===== src/rtl/bitstream_packer.sv =====
// bitstream_packer
//   Packs left-aligned variable-length code fields into a big-endian byte
//   stream, optionally stuffs 0x00 after every 0xFF byte, pads the last
//   byte of a frame with 1s and hands out 32-bit words with a byte count
//   and a last-of-frame flag.
//
//   Optional feature macro: BITSTREAM_PACKER_STUFF_EN
//     defined   -> a 0x00 byte is inserted after every 0xFF byte
//     undefined -> 0xFF bytes pass unchanged (raw bitstream)
//
// Ports
//   clk                  clock
//   resetn               asynchronous reset, active low
//   in_codecoeff_length  valid bits in in_codecoeff (0..52)
//   in_codecoeff         field, bit 51 sent first
//   in_tlast             field closes the frame
//   in_valid / in_hold   input handshake (accept = in_valid & !in_hold)
//   out_data             packed bytes, first byte in [31:24]
//   out_nbytes           valid bytes in out_data (1..4)
//   out_tlast            last word of the frame
//   out_valid / out_hold output handshake (consume = out_valid & !out_hold)
module bitstream_packer (
  input  logic        clk,
  input  logic        resetn,
  input  logic [5:0]  in_codecoeff_length,
  input  logic [51:0] in_codecoeff,
  input  logic        in_tlast,
  input  logic        in_valid,
  output logic        in_hold,
  output logic [31:0] out_data,
  output logic [2:0]  out_nbytes,
  output logic        out_tlast,
  output logic        out_valid,
  input  logic        out_hold
);

`ifdef BITSTREAM_PACKER_STUFF_EN
  localparam bit StuffEn = 1'b1;
`else
  localparam bit StuffEn = 1'b0;
`endif

  typedef enum logic [1:0] {
    SRC_NONE,
    SRC_STUFF,
    SRC_EXTRACT,
    SRC_PAD
  } src_e;

  // bit accumulator: valid bits are left-aligned, everything below fill is 0
  logic [95:0] acc_q, acc_d;
  logic [6:0]  fill_q, fill_d;
  logic        flush_q, flush_d;
  logic        stuff_q, stuff_d;
  // word assembler doubles as the output register
  logic [31:0] word_q, word_d;
  logic [2:0]  nb_q, nb_d;
  logic        valid_q, valid_d;
  logic        tlast_q, tlast_d;
  logic [2:0]  onb_q, onb_d;

  logic        accept, consume, en, wr;
  logic        flush_nx, drained;
  src_e        src;
  logic [7:0]  byte_v;
  logic [95:0] acc_sh, fld96;
  logic [6:0]  fill_sh;
  logic [51:0] fmask;
  logic [2:0]  nb_eff, nb_new;

  assign in_hold = (fill_q > 7'd44) | flush_q;
  assign accept  = in_valid & ~in_hold;
  assign consume = valid_q & ~out_hold;

  // Byte stage stalls while the output word is held downstream, and also
  // while a completed word is parked (see the completion logic below).
  assign en = ~(valid_q & out_hold) & ~((nb_q == 3'd4) & ~valid_q);

  // keep only the top 'length' bits of the field
  assign fmask = ~(52'hF_FFFF_FFFF_FFFF >> in_codecoeff_length);
  assign fld96 = {in_codecoeff & fmask, 44'h0};

  always_comb begin
    src      = SRC_NONE;
    byte_v   = 8'h00;
    acc_sh   = acc_q;
    fill_sh  = fill_q;
    stuff_d  = stuff_q;
    acc_d    = acc_q;
    fill_d   = fill_q;
    flush_nx = flush_q | (accept & in_tlast);
    flush_d  = flush_nx;
    nb_eff   = consume ? 3'd0 : nb_q;
    word_d   = word_q;
    valid_d  = valid_q;
    tlast_d  = tlast_q;
    onb_d    = onb_q;

    // ---- byte source selection, priority STUFF > EXTRACT > PAD ----
    if (en) begin
      if (stuff_q)                         src = SRC_STUFF;
      else if (fill_q >= 7'd8)             src = SRC_EXTRACT;
      else if (flush_q && fill_q != 7'd0)  src = SRC_PAD;
    end

    case (src)
      SRC_STUFF: begin
        byte_v  = 8'h00;
        stuff_d = 1'b0;
      end
      SRC_EXTRACT: begin
        byte_v  = acc_q[95:88];
        acc_sh  = acc_q << 8;
        fill_sh = fill_q - 7'd8;
      end
      SRC_PAD: begin
        // bits below the fill are zero, so OR-ing ones fills the tail
        byte_v  = acc_q[95:88] | (8'hFF >> fill_q);
        acc_sh  = '0;
        fill_sh = '0;
      end
      default: ;
    endcase

    if (src == SRC_EXTRACT || src == SRC_PAD)
      stuff_d = StuffEn && (byte_v == 8'hFF);

    wr = (src != SRC_NONE);

    // ---- accumulator: append new field directly below remaining bits ----
    acc_d  = acc_sh;
    fill_d = fill_sh;
    if (accept) begin
      acc_d  = acc_sh | (fld96 >> fill_sh);
      fill_d = fill_sh + {1'b0, in_codecoeff_length};
    end

    // ---- word assembler ----
    if (nb_eff == 3'd0) word_d = '0;
    if (wr) begin
      case (nb_eff)
        3'd0:    word_d[31:24] = byte_v;
        3'd1:    word_d[23:16] = byte_v;
        3'd2:    word_d[15:8]  = byte_v;
        default: word_d[7:0]   = byte_v;
      endcase
    end
    nb_new = nb_eff + {2'b00, wr};
    nb_d   = nb_new;

    // nothing left to write after this edge
    drained = (fill_d == 7'd0) & ~stuff_d;

    // ---- completion / flush ----
    // A full word with no bits behind it is parked (valid low) until we
    // know whether more data follows or the frame ends, so that a late
    // zero-length tlast field can still mark it as the last word.
    if (!(valid_q && out_hold)) begin
      valid_d = 1'b0;
      tlast_d = 1'b0;
      if (nb_new == 3'd4) begin
        if (!drained) begin
          valid_d = 1'b1;
          onb_d   = 3'd4;
        end else if (flush_nx) begin
          valid_d = 1'b1;
          tlast_d = 1'b1;
          onb_d   = 3'd4;
        end
      end else if (drained && flush_nx) begin
        if (nb_new != 3'd0) begin
          valid_d = 1'b1;
          tlast_d = 1'b1;
          onb_d   = nb_new;
        end else begin
          // empty frame: nothing to emit, just end the flush
          flush_d = 1'b0;
        end
      end
      if (consume && tlast_q) flush_d = 1'b0;
    end
  end

  always_ff @(posedge clk or negedge resetn) begin
    if (!resetn) begin
      acc_q   <= '0;
      fill_q  <= '0;
      flush_q <= 1'b0;
      word_q  <= '0;
      nb_q    <= '0;
      valid_q <= 1'b0;
      tlast_q <= 1'b0;
      onb_q   <= '0;
    end else begin
      acc_q   <= acc_d;
      fill_q  <= fill_d;
      flush_q <= flush_d;
      word_q  <= word_d;
      nb_q    <= nb_d;
      valid_q <= valid_d;
      tlast_q <= tlast_d;
      onb_q   <= onb_d;
    end
  end

`ifdef BITSTREAM_PACKER_STUFF_EN
  always_ff @(posedge clk or negedge resetn) begin
    if (!resetn) stuff_q <= 1'b0;
    else         stuff_q <= stuff_d;
  end
`else
  assign stuff_q = 1'b0;
`endif

  assign out_data   = word_q;
  assign out_nbytes = onb_q;
  assign out_tlast  = tlast_q;
  assign out_valid  = valid_q;

  // field lengths above 52 are outside the legal range
  always_ff @(posedge clk) begin
    if (resetn && in_valid) assert (in_codecoeff_length <= 6'd52);
  end

endmodule


===== config.mk =====
export PLATFORM = sky130hd
export DESIGN_NAME = bitstream_packer
export DESIGN_NICKNAME = d
export VERILOG_FILES = /design/src/rtl/bitstream_packer.sv
export SDC_FILE = /design/constraint.sdc
export NUM_CORES = 1
export LEC_CHECK = 0
export CAP_MARGIN = 10
export CORE_MARGIN = 8
export CORE_UTILIZATION = 30
export CTS_CLUSTER_SIZE = 30
export DETAILED_ROUTE_END_ITERATION = 6
export HOLD_SLACK_MARGIN = 0.1
export SLEW_MARGIN = 40
export SYNTH_ARGS = -nofsm -noshare
export SYNTH_HDL_FRONTEND = slang
export SYNTH_SLANG_ARGS = --single-unit

===== constraint.sdc =====
create_clock -name clk -period 5.25 [get_ports clk]
set_input_delay 1.575 -clock clk [delete_from_list [all_inputs] [get_ports clk]]
set_output_delay 1.575 -clock clk [all_outputs]
set_load 0.02 [all_outputs]

### Word-level counts from Yosys, hierarchy flattened

Index checks and enable logic that the tools add are counted.

| cells by class | value |
|---|---|
| $add $sub $neg | 3 |
| $lt $le $gt $ge | 2 |
| eq/ne operators | 7 |
| shift operators | 3 |
| muxes and demuxes | 32 |
| bitwise operators | 18 |
| reduce and logical (&&, ||, !) cells | 13 |

Operator list:

| kind | number |
|---|---|
| 96-bit case mux with 2 select lines | 1 |
| 96-bit 2-to-1 mux | 1 |
| 96-bit OR | 1 |
| 96-bit by 7-bit right shift with 96-bit output | 1 |
| 32-bit 2-to-1 mux | 2 |
| 52-bit AND | 1 |
| 52-bit inverter | 1 |
| 52-bit by 6-bit right shift with 52-bit output, first input constant | 1 |
| 8-bit 2-to-1 mux | 4 |
| 3-bit 2-to-1 mux | 6 |
| 8-bit case mux with 2 select lines | 1 |
| 7-bit case mux with 2 select lines | 1 |
| 1-bit 2-to-1 mux | 12 |
| 8-bit OR | 1 |
| 8-bit by 7-bit right shift with 8-bit output, first input constant | 1 |
| 7-bit by 6-bit adder with 7-bit output | 1 |
| 7-bit by 4-bit greater-or-equal comparator with 1-bit output, second input constant | 1 |
| 7-bit by 6-bit greater-than comparator with 1-bit output, second input constant | 1 |
| 7-bit zero test | 1 |
| 7-bit 2-to-1 mux | 1 |
| 7-bit nonzero test | 1 |
| 7-bit by 4-bit subtractor with 7-bit output, second input constant | 1 |
| 1-bit AND | 6 |
| 3-bit == test, second input constant | 2 |
| other kinds (14) | 28 |

| storage, ports and cells | value |
|---|---|
| register bits | 144 |
| input port bits | 63 |
| output and inout bits | 38 |
| logic and storage cells | 86 |

### Depth between registers and ports, before layout

Gate-level depths: netlist of the first run.

| depth | value |
|---|---|
| depth after elaboration | 15 |
| gate-level depth with buffers | 20 |
| depth with buffers taken out | 17 |

### Least setup slack after synthesis of the first run

No wires, ideal clock.

| timing | value |
|---|---|
| path type | input port to flip-flop |
| start | in out_hold |
| end | reg onb_q[1], in the netlist out_nbytes[1] |
| library setup time | 0.129 ns |
| arrival | 4.616 ns |
| data required time | 5.121 ns |
| setup slack | 0.505 ns |
| cell stages on the path | 18 |
| buffers on the path | 4 |
| cell sequence | and2_0 > clkbuf_1 > nor2_1 > o21ai_2 > a21oi_4 > inv_2 > buf_6 > buf_2 > buf_2 > ha_1 > o21ai_0 > a21boi_0 > o21a_1 > o21ai_0 > xnor2_2 > nor3_4 > mux2i_1 > a22oi_1 |

| between the ends | value |
|---|---|
| word-level cells in the longest chain between the ends | 12 |
| elaborated cells on any way between the ends | 28 |
| classes of those cells | add/sub (2); eq/ne (4); mux (8); bitwise (6); reduce/logical (8) |

Ends and longest elaborated chain:

| item | line | source |
|---|---|---|
| start: declaration | 34 | `input logic out_hold` |
| 1-bit AND * | 77 | `assign en = ~(valid_q & out_hold) & ~((nb_q == 3'd4) & ~valid_q);` |
| 1-bit inverter * | 77 |  |
| 1-bit AND * | 77 |  |
| 2-bit 2-to-1 mux * | 100 | `if (en) begin` |
| 2-bit == test | 106 | `case (src)` |
| 7-bit case mux with 2 select lines * | 106 |  |
| 7-bit by 6-bit adder with 7-bit output | 135 | `fill_d = fill_sh + {1'b0, in_codecoeff_length};` |
| 7-bit 2-to-1 mux * | 133 | `if (accept) begin` |
| net fill_d[6] | 52 | `logic [6:0] fill_q, fill_d;` |
| 7-bit zero test * | 152 | `drained = (fill_d == 7'd0) & ~stuff_d;` |
| 1-bit logical AND | 170 | `end else if (drained && flush_nx) begin` |
| 2-bit nonzero test (no line) | -- |  |
| 4-bit AND reduction (no line) | -- |  |
| end signal: assignment | 202 | `onb_q <= onb_d;` |
| end: declaration | 60 | `logic [2:0] onb_q, onb_d;` |

Mark *: on every way through the listed nets, which the timed path passes. The rest lies on a longest branch. The select of a mux whose other input is x is not followed.
A chain may end at the register's enable or synchronous reset.

### Worst setup path in the final report of the first run

| timing | value |
|---|---|
| start | in in_codecoeff_length[1] |
| end | reg acc_q[33] |

| between the ends | value |
|---|---|
| word-level cells in the longest chain between the ends | 6 |

Ends and longest elaborated chain:

| item | line | source |
|---|---|---|
| start: declaration | 25 | `input logic [5:0] in_codecoeff_length,` |
| 52-bit by 6-bit right shift with 52-bit output | 80 | `assign fmask = ~(52'hF_FFFF_FFFF_FFFF >> in_codecoeff_length);` |
| 52-bit inverter | 80 |  |
| 52-bit AND | 81 | `assign fld96 = {in_codecoeff & fmask, 44'h0};` |
| 96-bit by 7-bit right shift with 96-bit output | 134 | `acc_d = acc_sh \| (fld96 >> fill_sh);` |
| 96-bit OR | 134 |  |
| 96-bit 2-to-1 mux | 133 |  |
| net acc_d[33] | 51 | `logic [95:0] acc_q, acc_d;` |
| end signal: assignment | 186 | `acc_q <= '0;` |
| end signal: assignment | 195 | `acc_q <= acc_d;` |
| end: declaration | 51 |  |

The timed path passes the listed nets, and every way through them passes these cells.

==> metrics.yaml, run 1 <==
drt_iter0_markers: 2362
synth_async_sr_flop_share_pct: 100
total_area_of_multi_input_combinational_cells_sq_um: 7730
worst_clock_skew_ps: 14.9
globalplace.congestion: 0.989
total_cts_buffers: 17
final_common_cell: "sky130_fd_sc_hd__nand2_1"
grt_max_degree: 92
post_synth_inst_count: 1529
row_count: 73
yosysWarningCount: 0
chipHeight_microns: 217
placedInstanceArea_sq_um: 14000
totalPowerFinal_w: 0.0107
postCtsSetupRepairBufs: 0
hold_viol_final: 0
antenna_violating_nets_post_route: 0
clock.fmax_mhz: 208
critical_path.reg2reg.startpoint: "fill_q[3]$_DFF_PN0_"
post-route-period-util_pct: 91.5
final-seq-area_sq_um: 3600
layout-drive-gt1-share_pct: 12.6
dp_hpwl_microns: 38300
timing.critical_path.fanout_max: 13
timing.final.ws_setup_ps: 448
cts.clk_slew.worst_paths_ps: 60
ys_seq_area_share_pct: 29.8
static-leakage-power_nw: 5.82
worstHoldPathType: "flop to flop"
dp.cells: 2111
wl_per_cell_microns: 24.3
setup_viol: 0
vias: 13803
synthesis_to_layout_area_growth_pct: 20.4
power_density_nw_per_um2: 738
num-nets-final: 1679
synth_ff_type: "sky130_fd_sc_hd__dfrtp_1"
fp.dieArea_sq_um: 46900
place_worst_setup_slack_ps: 154
status: "complete, but fails checks"
drc: 4
worst_slew_pin_slew_ps: 840
mappedNetlistNets: 1603
reg2reg_slack_ps: 880
numClockSinks: 144
worst_skew_pair.late_latency_ps: 440
synthesis.area_per_instance_sq_um: 7.90
rsz0062_at_grt: "no"
crit-reg2reg-capture: "acc_q[33]$_DFF_PN0_"
post_cts.resized_instances: 0
groute.usage.overall_pct: 21.4
clk_buf_depth: 2
endpoint_kind: "flop"
crit_required_ps: 5590
failed_checks: "design-rule violations"
final_cell_count_without_fillers: 2142
detail_route.wirelength_microns: 52000
setup.worst_path.end: "acc_q[33]$_DFF_PN0_"
grt_remaining_overflow: 0
die_x_microns: 217
drt-pass1-iter-count: 7
crit_path_start: "in_codecoeff_length[1]"
max-cap-violations: 0
mostFrequentLayoutCells: "sky130_fd_sc_hd__nand2_1, sky130_fd_sc_hd__o21ai_0, sky130_fd_sc_hd__dfrtp_1"
timing.reg2reg.worst_path_depth: 12
number_of_flip_flops_and_latches_in_the_synthesized_netlist: 144
num_antenna_cells: 0
worstSetupPathType: "input port to flop"
maximum_vdd_drop_uv: 477
worstSetupStartpointType: "input port"
port_buffers: 100
max_slew_margin_pct: 43.8
buffer_type_at_the_clock_tree_root: "sky130_fd_sc_hd__clkbuf_16"
initial_core_util_pct: 30.4
h_tree_depth: 4
grt_pass1_vias: 13370
ctsHoldBuffers: 0
final_cell_area_sq_um: 14500
netlist-cell-type-count: 98
routed_via_density: 6.44
core_area_sq_um: 39700
grt_first_pass_wirelength_microns: 80400
tritoncts_clock_tree: "built"
netlist_area_sq_um: 12100
antenna_violations_before_repair: 1
io_pins: 101
critical_path_arrival_ps: 5150
num-fill-cells: 4129
final_setup_tns_ps: 0
maxSlewViolCount: 0
fin_crit_ps: 4800
synth-edff-count: 0
[worst min-delay path by stage]
| stage | endpoint | depth (start not counted) | slack, ps | startpoint |
|---|---|---|---|---|
| after global placement | flop | 2 | 470 | flop |
| after floorplan | acc_q[5]$_DFF_PN0_ | 2 | 460 | acc_q[5]$_DFF_PN0_ |
| after CTS | acc_q[81]$_DFF_PN0_ | 2 | 490 | acc_q[73]$_DFF_PN0_ |
| after detailed placement | flop | 2 | 480 | flop |
| final | flop | 2 | 480 | flop |
| after global routing | flop | 2 | 520 | flop |
[flip-flops by register name, summed over array words and instances, names as in the netlist, named ones only]
register,flops
acc_q,96
out_data,24
fill_q,7
nb_q,3
out_nbytes,3
flush_q,1
out_tlast,1
out_valid,1
[worst max-delay path: stages]
cell and delay (ps):
sky130_fd_sc_hd__clkdlybuf4s50_1 770, sky130_fd_sc_hd__buf_4 230, sky130_fd_sc_hd__o211a_1 190, sky130_fd_sc_hd__o21ai_0 90, sky130_fd_sc_hd__buf_4 170, sky130_fd_sc_hd__mux2_2 260
sky130_fd_sc_hd__a221oi_1 620, sky130_fd_sc_hd__buf_4 230, sky130_fd_sc_hd__a21oi_1 70, sky130_fd_sc_hd__mux2i_1 540, sky130_fd_sc_hd__mux2i_1 190, sky130_fd_sc_hd__o211ai_1 200
[Yosys cell counts (12+ instances only)]
cell type	number	share of area [%]
sky130_fd_sc_hd__o22ai_1	18	0.93
sky130_fd_sc_hd__nor3_1	38	1.6
sky130_fd_sc_hd__buf_2	31	1.3
sky130_fd_sc_hd__a31oi_1	24	1.2
sky130_fd_sc_hd__inv_1	30	0.93
sky130_fd_sc_hd__a211oi_1	21	1.3
sky130_fd_sc_hd__a21oi_1	80	3.3
sky130_fd_sc_hd__nand3_1	69	2.9
sky130_fd_sc_hd__nor2_1	112	3.5
sky130_fd_sc_hd__dfrtp_1	144	30
sky130_fd_sc_hd__mux2i_1	49	4.1
sky130_fd_sc_hd__o211ai_1	35	2.2
sky130_fd_sc_hd__mux2_2	18	1.7
sky130_fd_sc_hd__a22oi_1	67	4.2
sky130_fd_sc_hd__a222oi_1	40	3.3
sky130_fd_sc_hd__a221oi_1	18	1.3
sky130_fd_sc_hd__o21ai_1	21	0.87
sky130_fd_sc_hd__o21ai_0	150	6.2
sky130_fd_sc_hd__o221ai_1	26	1.9
sky130_fd_sc_hd__clkbuf_1	92	2.9
sky130_fd_sc_hd__nand2_1	165	5.1
sky130_fd_sc_hd__and3_1	12	0.62
sky130_fd_sc_hd__o21a_1	14	0.87
[per-stage QoR]
stage | util [%] | hold slack [ps]
after floorplan | - | 457
after global placement | 35.1 | 465
after detailed placement | 35.1 | 476
after CTS | 36.6 | 489
after global routing | 36.6 | 517
final | 36.6 | 481
[report_power, final]
group	switching (W)	internal, W	total (W)
Clock	0.000526	0.000721	0.00125
Sequential	0.000307	0.00147	0.00178
Combinational	0.00516	0.00255	0.00771
Total	0.00599	0.00474	0.0107
[per-layer routing]
| layer | wire length [microns] | vias to the layer above | GRT usage, % |
|---|---|---|---|
| li1 | - | 6071 | - |
| met4 | 1820 | 2 | 8.14 |
| met1 | 21400 | 6769 | 28.4 |
| met2 | 24000 | 833 | 34.1 |
| met5 | 13 | - | 0 |
| met3 | 4740 | 128 | 4.01 |
[cell families (layout without fill, tap and decap cells)]
group	count (synthesis)	in the layout	share of synthesized area [%]
xor+xnor	5	5	0.425
flops	144	144	29.8
fa+ha+maj	11	11	1.20
compound gates	643	643	37.5
buf+inv	179	267	6.40
simple gates	478	478	18.6
mux	69	69	5.99
[cell type report]
| cell class | instances | share of cell area [%] |
|---|---|---|
| timing repair buffer | 200 | 12.5 |
| clock inverter | 13 | 1.07 |
| clock buffer | 18 | 3.02 |
| sequential | 144 | 24.8 |
| inverter | 36 | 0.946 |
| multi-input combinational | 1206 | 53.1 |
| tap | 525 | 4.51 |
(Power assumes the default switching activity.)
==> inputs of run 2 (changes only) <==
--- a/config.mk
+++ b/config.mk
@@ -11,6 +11,7 @@
 export CTS_CLUSTER_SIZE = 30
 export DETAILED_ROUTE_END_ITERATION = 6
 export HOLD_SLACK_MARGIN = 0.1
+export MAX_ROUTING_LAYER = met4
 export SLEW_MARGIN = 40
 export SYNTH_ARGS = -nofsm -noshare
 export SYNTH_HDL_FRONTEND = slang
==> run 2 against run 1 <==
The flow still finishes with violations (design-rule violations). Utilization grew 0.082 points. Total power is 0.93% higher. Critical path depth rose by 3.
==> metrics.yaml, run 2 (same netlist as run 1, synthesis figures left out) <==
post-route-period-util_pct: 87.4  # -4.0 points
fp.dieArea_sq_um: 46900  # unchanged
total_cts_buffers: 17  # unchanged
combPwrFrac_pct: 71.7  # about the same
worstSetupStartpointType: "input port"
grt_remaining_overflow: 0  # unchanged
cts.clk_slew.worst_paths_ps: 70  # about the same
antenna_violating_nets_post_route: 0  # unchanged
num-nets-final: 1683  # +0.24%
critical_path_arrival_ps: 4950  # -200 ps
globalplace.congestion: 0.980  # -0.96%
endpoint_kind: "flop"
maxSlewViolCount: 0  # unchanged
timing.final.ws_setup_ps: 659  # +211 ps
maximum_vdd_drop_uv: 494  # +3.5%
tritoncts_clock_tree: "built"
worst_slew_pin_slew_ps: 796  # -43.7 ps
groute.usage.overall_pct: 22.3  # +0.89 points
detail_route.wirelength_microns: 52500  # +1.0%
h_tree_depth: 4  # unchanged
num-fill-cells: 4131  # +0.048%
row_count: 73  # unchanged
power_frac_clock_pct: 11.7  # about the same
vias: 13700  # -0.75%
drt-pass1-iter-count: 7  # unchanged
mostFrequentLayoutCells: "sky130_fd_sc_hd__nand2_1, sky130_fd_sc_hd__o21ai_0, sky130_fd_sc_hd__dfrtp_1"
p_int_w: 0.00482  # +1.7%
grt_first_pass_wirelength_microns: 81200  # +1.0%
dp_hpwl_microns: 38500  # +0.44%
regMostFlops: "acc_q"
totalPowerFinal_w: 0.0108  # +0.93%
hold_viol_final: 0  # unchanged
total_switching_power_w: 0.00601  # +0.35%
max_slew_margin_pct: 46.8  # +3.1 points
worst_skew_pair.late_latency_ps: 440  # about the same
clock.fmax_mhz: 218  # +4.6%
crit_required_ps: 5600  # about the same
port_buffers: 100  # unchanged
worstSetupPathType: "input port to flop"
power_switching_share_pct: 55.5  # -0.32 points
initial_core_util_pct: 30.4  # unchanged
final_common_cell: "sky130_fd_sc_hd__nand2_1"
post_cts.resized_instances: 0  # unchanged
max-cap-violations: 0  # unchanged
final_setup_tns_ps: 0  # unchanged
grt_pass1_vias: 13308  # -0.46%
reg2reg_slack_ps: 1050  # +170 ps
drt_iter0_markers: 1946  # -18%
final_cell_area_sq_um: 14600  # +0.22%
io_pins: 101  # unchanged
drc: 11  # +7
die_x_microns: 217  # unchanged
power_density_nw_per_um2: 743  # +0.70%
final-seq-area_sq_um: 3600  # unchanged
buffer_type_at_the_clock_tree_root: "sky130_fd_sc_hd__clkbuf_16"
fin_crit_ps: 4590  # -211 ps
setup_viol: 0  # unchanged
status: "complete, but fails checks"
timing.critical_path.fanout_max: 6  # -7
pwr-share-seq_pct: 16.6  # about the same
antenna_violations_before_repair: 0  # -1
failed_checks: "design-rule violations"
largest_register_ffs: 96  # unchanged
worst_clock_skew_ps: 12.9  # -2.01 ps
postCtsSetupRepairBufs: 0  # unchanged
place_worst_setup_slack_ps: 224  # +69.9 ps
chipHeight_microns: 217  # unchanged
grt_max_degree: 101  # +9.8%
numClockSinks: 144  # unchanged
ctsHoldBuffers: 0  # unchanged
layout-drive-gt1-share_pct: 12.8  # +0.15 points
clk_buf_depth: 2  # unchanged
layout.core_utilization_pct: 36.7  # +0.082 points
num_antenna_cells: 0  # unchanged
placedInstanceArea_sq_um: 14000  # about the same
wl_per_cell_microns: 24.4  # +0.78%
total_area_of_multi_input_combinational_cells_sq_um: 7740  # about the same
rsz0062_at_grt: "no"
static-leakage-power_nw: 5.83  # +0.24%
synthesis_to_layout_area_growth_pct: 20.7
routed_via_density: 6.38  # -0.98%
core_area_sq_um: 39700  # unchanged
worstHoldPathType: "flop to flop"
==> run 2: cell types whose count changed in the layout (fill, tap and decap cells not counted), sizes merged <==
| cell | previous run | this run |
|---|---|---|
| clkinv | 8 | 6 |
| clkbuf | 18 | 21 |
| inv | 39 | 37 |
| bufinv | 2 | 3 |
| buf | 101 | 105 |
| clkinvlp | 0 | 1 |
==> run 2: worst paths after layout <==
path,start,end,cells past startpoint
max,out_hold,out_nbytes[0]$_DFFE_PN0P_,15
max in group asynchronous,resetn,acc_q[84]$_DFF_PN0_,2
min in group asynchronous,resetn,out_data[6]$_DFF_PN0_,1
min,flop,flop,2
min reg2reg,flop,flop,2
max reg2reg,fill_q[3]$_DFF_PN0_,acc_q[45]$_DFF_PN0_,13
==> run 2: per-stage QoR <==
stage	std cells	hold slack, ps
finish	2147	484
detailed placement	2115	478
global route	2147	521
global placement	2115	466
floorplan	1529	457
CTS	2147	491
==> run 2: final cells by class <==
type / instances / area share (%)
sequential: 144 / 24.7
clock buffer: 21 / 3.09
timing repair buffer: 204 / 12.6
clock inverter: 11 / 1.06
multi-input combinational: 1206 / 53.1
tap: 525 / 4.50
inverter: 36 / 0.944
==> run 2: critical path, stage by stage <==
cell	delay, ps
sky130_fd_sc_hd__clkdlybuf4s50_1	490
sky130_fd_sc_hd__and2_0	210
sky130_fd_sc_hd__nor2_1	300
sky130_fd_sc_hd__o21ai_4	150
sky130_fd_sc_hd__a21oi_4	210
sky130_fd_sc_hd__inv_2	80
sky130_fd_sc_hd__ha_1	320
sky130_fd_sc_hd__o21ai_0	110
sky130_fd_sc_hd__a21boi_0	150
sky130_fd_sc_hd__o21a_1	180
sky130_fd_sc_hd__o21ai_0	280
sky130_fd_sc_hd__xnor2_2	150
sky130_fd_sc_hd__nor3_4	350
sky130_fd_sc_hd__nand3b_1	190
sky130_fd_sc_hd__a22oi_1	210
==> run 2: power by group through the flow <==
stage          Sequential, W  Combinational [W]  Clock [W]
4_1_cts              0.00179            0.00755    0.00129
2_1_floorplan        0.00176            0.00481          0
6_report             0.00179            0.00777    0.00127
5_1_grt              0.00184            0.00826    0.00133
3_3_place_gp         0.00180            0.00747          0
3_5_place_dp         0.00180            0.00753          0
==> run 2: routing by layer <==
metal / global-route usage [%] / vias to the layer above / part of all wire, %
met4: 7.46 / 0 / 3.1
met3: 3.61 / 100 / 8.7
li1: - / 6097 / -
met1: 29.0 / 6739 / 41
met5: - / - / 0
met2: 35.0 / 764 / 47
==> inputs of run 3 (changes only) <==
==> constraint.sdc (replaced) <==
create_clock -name clk -period 5.25 [get_ports clk]
set_input_delay 1.575 -clock clk [delete_from_list [all_inputs] [get_ports clk]]
set_output_delay 1.575 -clock clk [all_outputs]
set_load 0.1 [all_outputs]
==> run 3 against run 2 <==
The flow still finishes with violations (design-rule violations). Sequential power hardly changed. Maximum frequency is 1.0% lower. Combinational power is 4.9% higher. Via count is 0.11% higher. Setup slack got worse by 48 ps. Utilization shrank 0.44 points. Critical endpoint is now out_nbytes[1]$_DFFE_PN0P_. Highest routed layer unchanged.
==> metrics.yaml, run 3 (same netlist as run 1, synthesis figures left out) <==
status: "complete, but fails checks"
failed_checks: "design-rule violations"
antenna_violating_nets_post_route: 0  # unchanged
groute.usage.overall_pct: 21.9  # -0.36 points
fin_crit_ps: 4640  # +47.7 ps
initial_core_util_pct: 30.4  # unchanged
worst_skew_pair.late_latency_ps: 440  # about the same
static-leakage-power_nw: 5.92  # +1.4%
drt_iter0_markers: 2066  # +6.2%
placedInstanceArea_sq_um: 13800  # -1.2%
max_slew_margin_pct: 44.9  # -1.9 points
total_switching_power_w: 0.00654  # +8.8%
total_cts_buffers: 17  # unchanged
power_density_nw_per_um2: 776  # +4.5%
routed_via_density: 6.39  # about the same
num-fill-cells: 4086  # -1.1%
wl_per_cell_microns: 24.1  # -1.3%
numClockSinks: 144  # unchanged
post-route-period-util_pct: 88.4  # +0.91 points
final_cell_area_sq_um: 14400  # -1.2%
h_tree_depth: 4  # unchanged
vias: 13715  # +0.11%
postCtsSetupRepairBufs: 0  # unchanged
row_count: 73  # unchanged
dp_hpwl_microns: 38400  # -0.32%
worst_slew_pin_slew_ps: 819  # +22.4 ps
post_cts.resized_instances: 0  # unchanged
core_area_sq_um: 39700  # unchanged
timing.final.ws_setup_ps: 611  # -47.7 ps
final-seq-area_sq_um: 3600  # unchanged
pwr-share-seq_pct: 15.9  # -0.7 points
num-nets-final: 1684  # +0.059%
grt_first_pass_wirelength_microns: 79600  # -2.1%
globalplace.congestion: 0.991  # +1.1%
tritoncts_clock_tree: "built"
port_buffers: 100  # unchanged
chipHeight_microns: 217  # unchanged
num_antenna_cells: 0  # unchanged
total_area_of_multi_input_combinational_cells_sq_um: 7740  # about the same
max-cap-violations: 0  # unchanged
maxSlewViolCount: 0  # unchanged
worst_clock_skew_ps: 14.5  # +1.60 ps
grt_remaining_overflow: 0  # unchanged
critical_path_arrival_ps: 4950  # about the same
hold_viol_final: 0  # unchanged
io_pins: 101  # unchanged
cts.clk_slew.worst_paths_ps: 70  # about the same
setup_viol: 0  # unchanged
final_setup_tns_ps: 0  # unchanged
p_int_w: 0.00464  # -3.7%
place_worst_setup_slack_ps: 169  # -55.0 ps
maximum_vdd_drop_uv: 344  # -30%
grt_max_degree: 95  # -5.9%
buffer_type_at_the_clock_tree_root: "sky130_fd_sc_hd__clkbuf_16"
rsz0062_at_grt: "no"
clock.fmax_mhz: 216  # -1.0%
final_common_cell: "sky130_fd_sc_hd__nand2_1"
crit_required_ps: 5560  # -40 ps
die_x_microns: 217  # unchanged
layout-drive-gt1-share_pct: 15.4  # +2.6 points
power_frac_clock_pct: 11.2  # -0.5 points
endpoint_kind: "flop"
synthesis_to_layout_area_growth_pct: 19.3
drt-pass1-iter-count: 7  # unchanged
worstSetupPathType: "input port to flop"
timing.critical_path.fanout_max: 6  # unchanged
worstSetupStartpointType: "input port"
combPwrFrac_pct: 72.9  # +1.2 points
ctsHoldBuffers: 0  # unchanged
worstHoldPathType: "flop to flop"
regMostFlops: "acc_q"
power_switching_share_pct: 58.5  # +3.0 points
detail_route.wirelength_microns: 51800  # -1.2%
fp.dieArea_sq_um: 46900  # unchanged
grt_pass1_vias: 13123  # -1.4%
largest_register_ffs: 96  # unchanged
antenna_violations_before_repair: 0  # unchanged
drc: 8  # -3
clk_buf_depth: 2  # unchanged
mostFrequentLayoutCells: "sky130_fd_sc_hd__nand2_1, sky130_fd_sc_hd__o21ai_0, sky130_fd_sc_hd__dfrtp_1"
## run 3: changes by cell type in the layout (fill, tap and decap cells not counted), moves of 2 or more
cell and change:
sky130_fd_sc_hd__buf_4 +2, sky130_fd_sc_hd__inv_8 +6, sky130_fd_sc_hd__clkbuf_1 -3, sky130_fd_sc_hd__clkinv_4 -2, sky130_fd_sc_hd__bufinv_16 -2, sky130_fd_sc_hd__clkdlybuf4s50_1 -38, sky130_fd_sc_hd__buf_2 +37
## run 3: critical path: stages
cell and delay (ps):
sky130_fd_sc_hd__clkdlybuf4s50_1 490, sky130_fd_sc_hd__and2_0 210, sky130_fd_sc_hd__nor2_1 310, sky130_fd_sc_hd__o21ai_4 150
sky130_fd_sc_hd__a21oi_4 220, sky130_fd_sc_hd__inv_2 80, sky130_fd_sc_hd__ha_1 320, sky130_fd_sc_hd__o21ai_0 110
sky130_fd_sc_hd__a21boi_0 150, sky130_fd_sc_hd__o21a_1 180, sky130_fd_sc_hd__o21ai_0 310, sky130_fd_sc_hd__xnor2_2 150
sky130_fd_sc_hd__nor3_4 340, sky130_fd_sc_hd__mux2i_1 240, sky130_fd_sc_hd__a22oi_1 100
## run 3: final timing paths
path                                startpoint                        end  slack [ps]  depth (start not counted)
setup / recovery                      out_hold  out_nbytes[1]$_DFFE_PN0P_         610                         15
hold / removal                            flop                       flop         480                          2
setup reg to reg           fill_q[3]$_DFF_PN0_  out_nbytes[1]$_DFFE_PN0P_        1100                         17
hold reg to reg                           flop                       flop         480                          2
max in group asynchronous               resetn        acc_q[10]$_DFF_PN0_        3320                          2
min in group asynchronous               resetn      out_data[6]$_DFF_PN0_        1170                          1
## run 3: final cells by class
cell class | instances | area share, %
Multi-Input combinational cell | 1206 | 53.7
Sequential cell | 144 | 25.0
Timing Repair Buffer | 205 | 11.5
Tap cell | 525 | 4.56
Clock buffer | 18 | 3.05
Clock inverter | 14 | 1.15
Inverter | 36 | 0.955
## run 3: power groups by stage
stage	clock [W]	combinational, W	sequential, W
detailed placement	0	0.00793	0.00179
finish	0.00125	0.00815	0.00178
CTS	0.00127	0.00796	0.00177
floorplan	0	0.00483	0.00226
global placement	0	0.00796	0.00179
global route	0.00131	0.00864	0.00182
## run 3: layer usage
layer	wire (microns)	share of wire, %	vias to the layer above	global-route usage [%]
li1	-	-	6093	-
met1	21200	41	6681	27.8
met2	23800	46	815	33.7
met3	4850	9.3	126	4.57
met4	1980	3.8	0	9.08
met5	0	0	-	-
## run 3: per-stage QoR
stage | utilization, % | power, W | hold slack, ps | cells
after floorplan | - | 0.00709 | 457 | 1529
after global placement | 35.1 | 0.00975 | 473 | 2116
after detailed placement | 34.7 | 0.00972 | 474 | 2116
after CTS | 36.2 | 0.0110 | 488 | 2148
after global routing | 36.3 | 0.0118 | 505 | 2148
final | 36.3 | 0.0112 | 477 | 2148
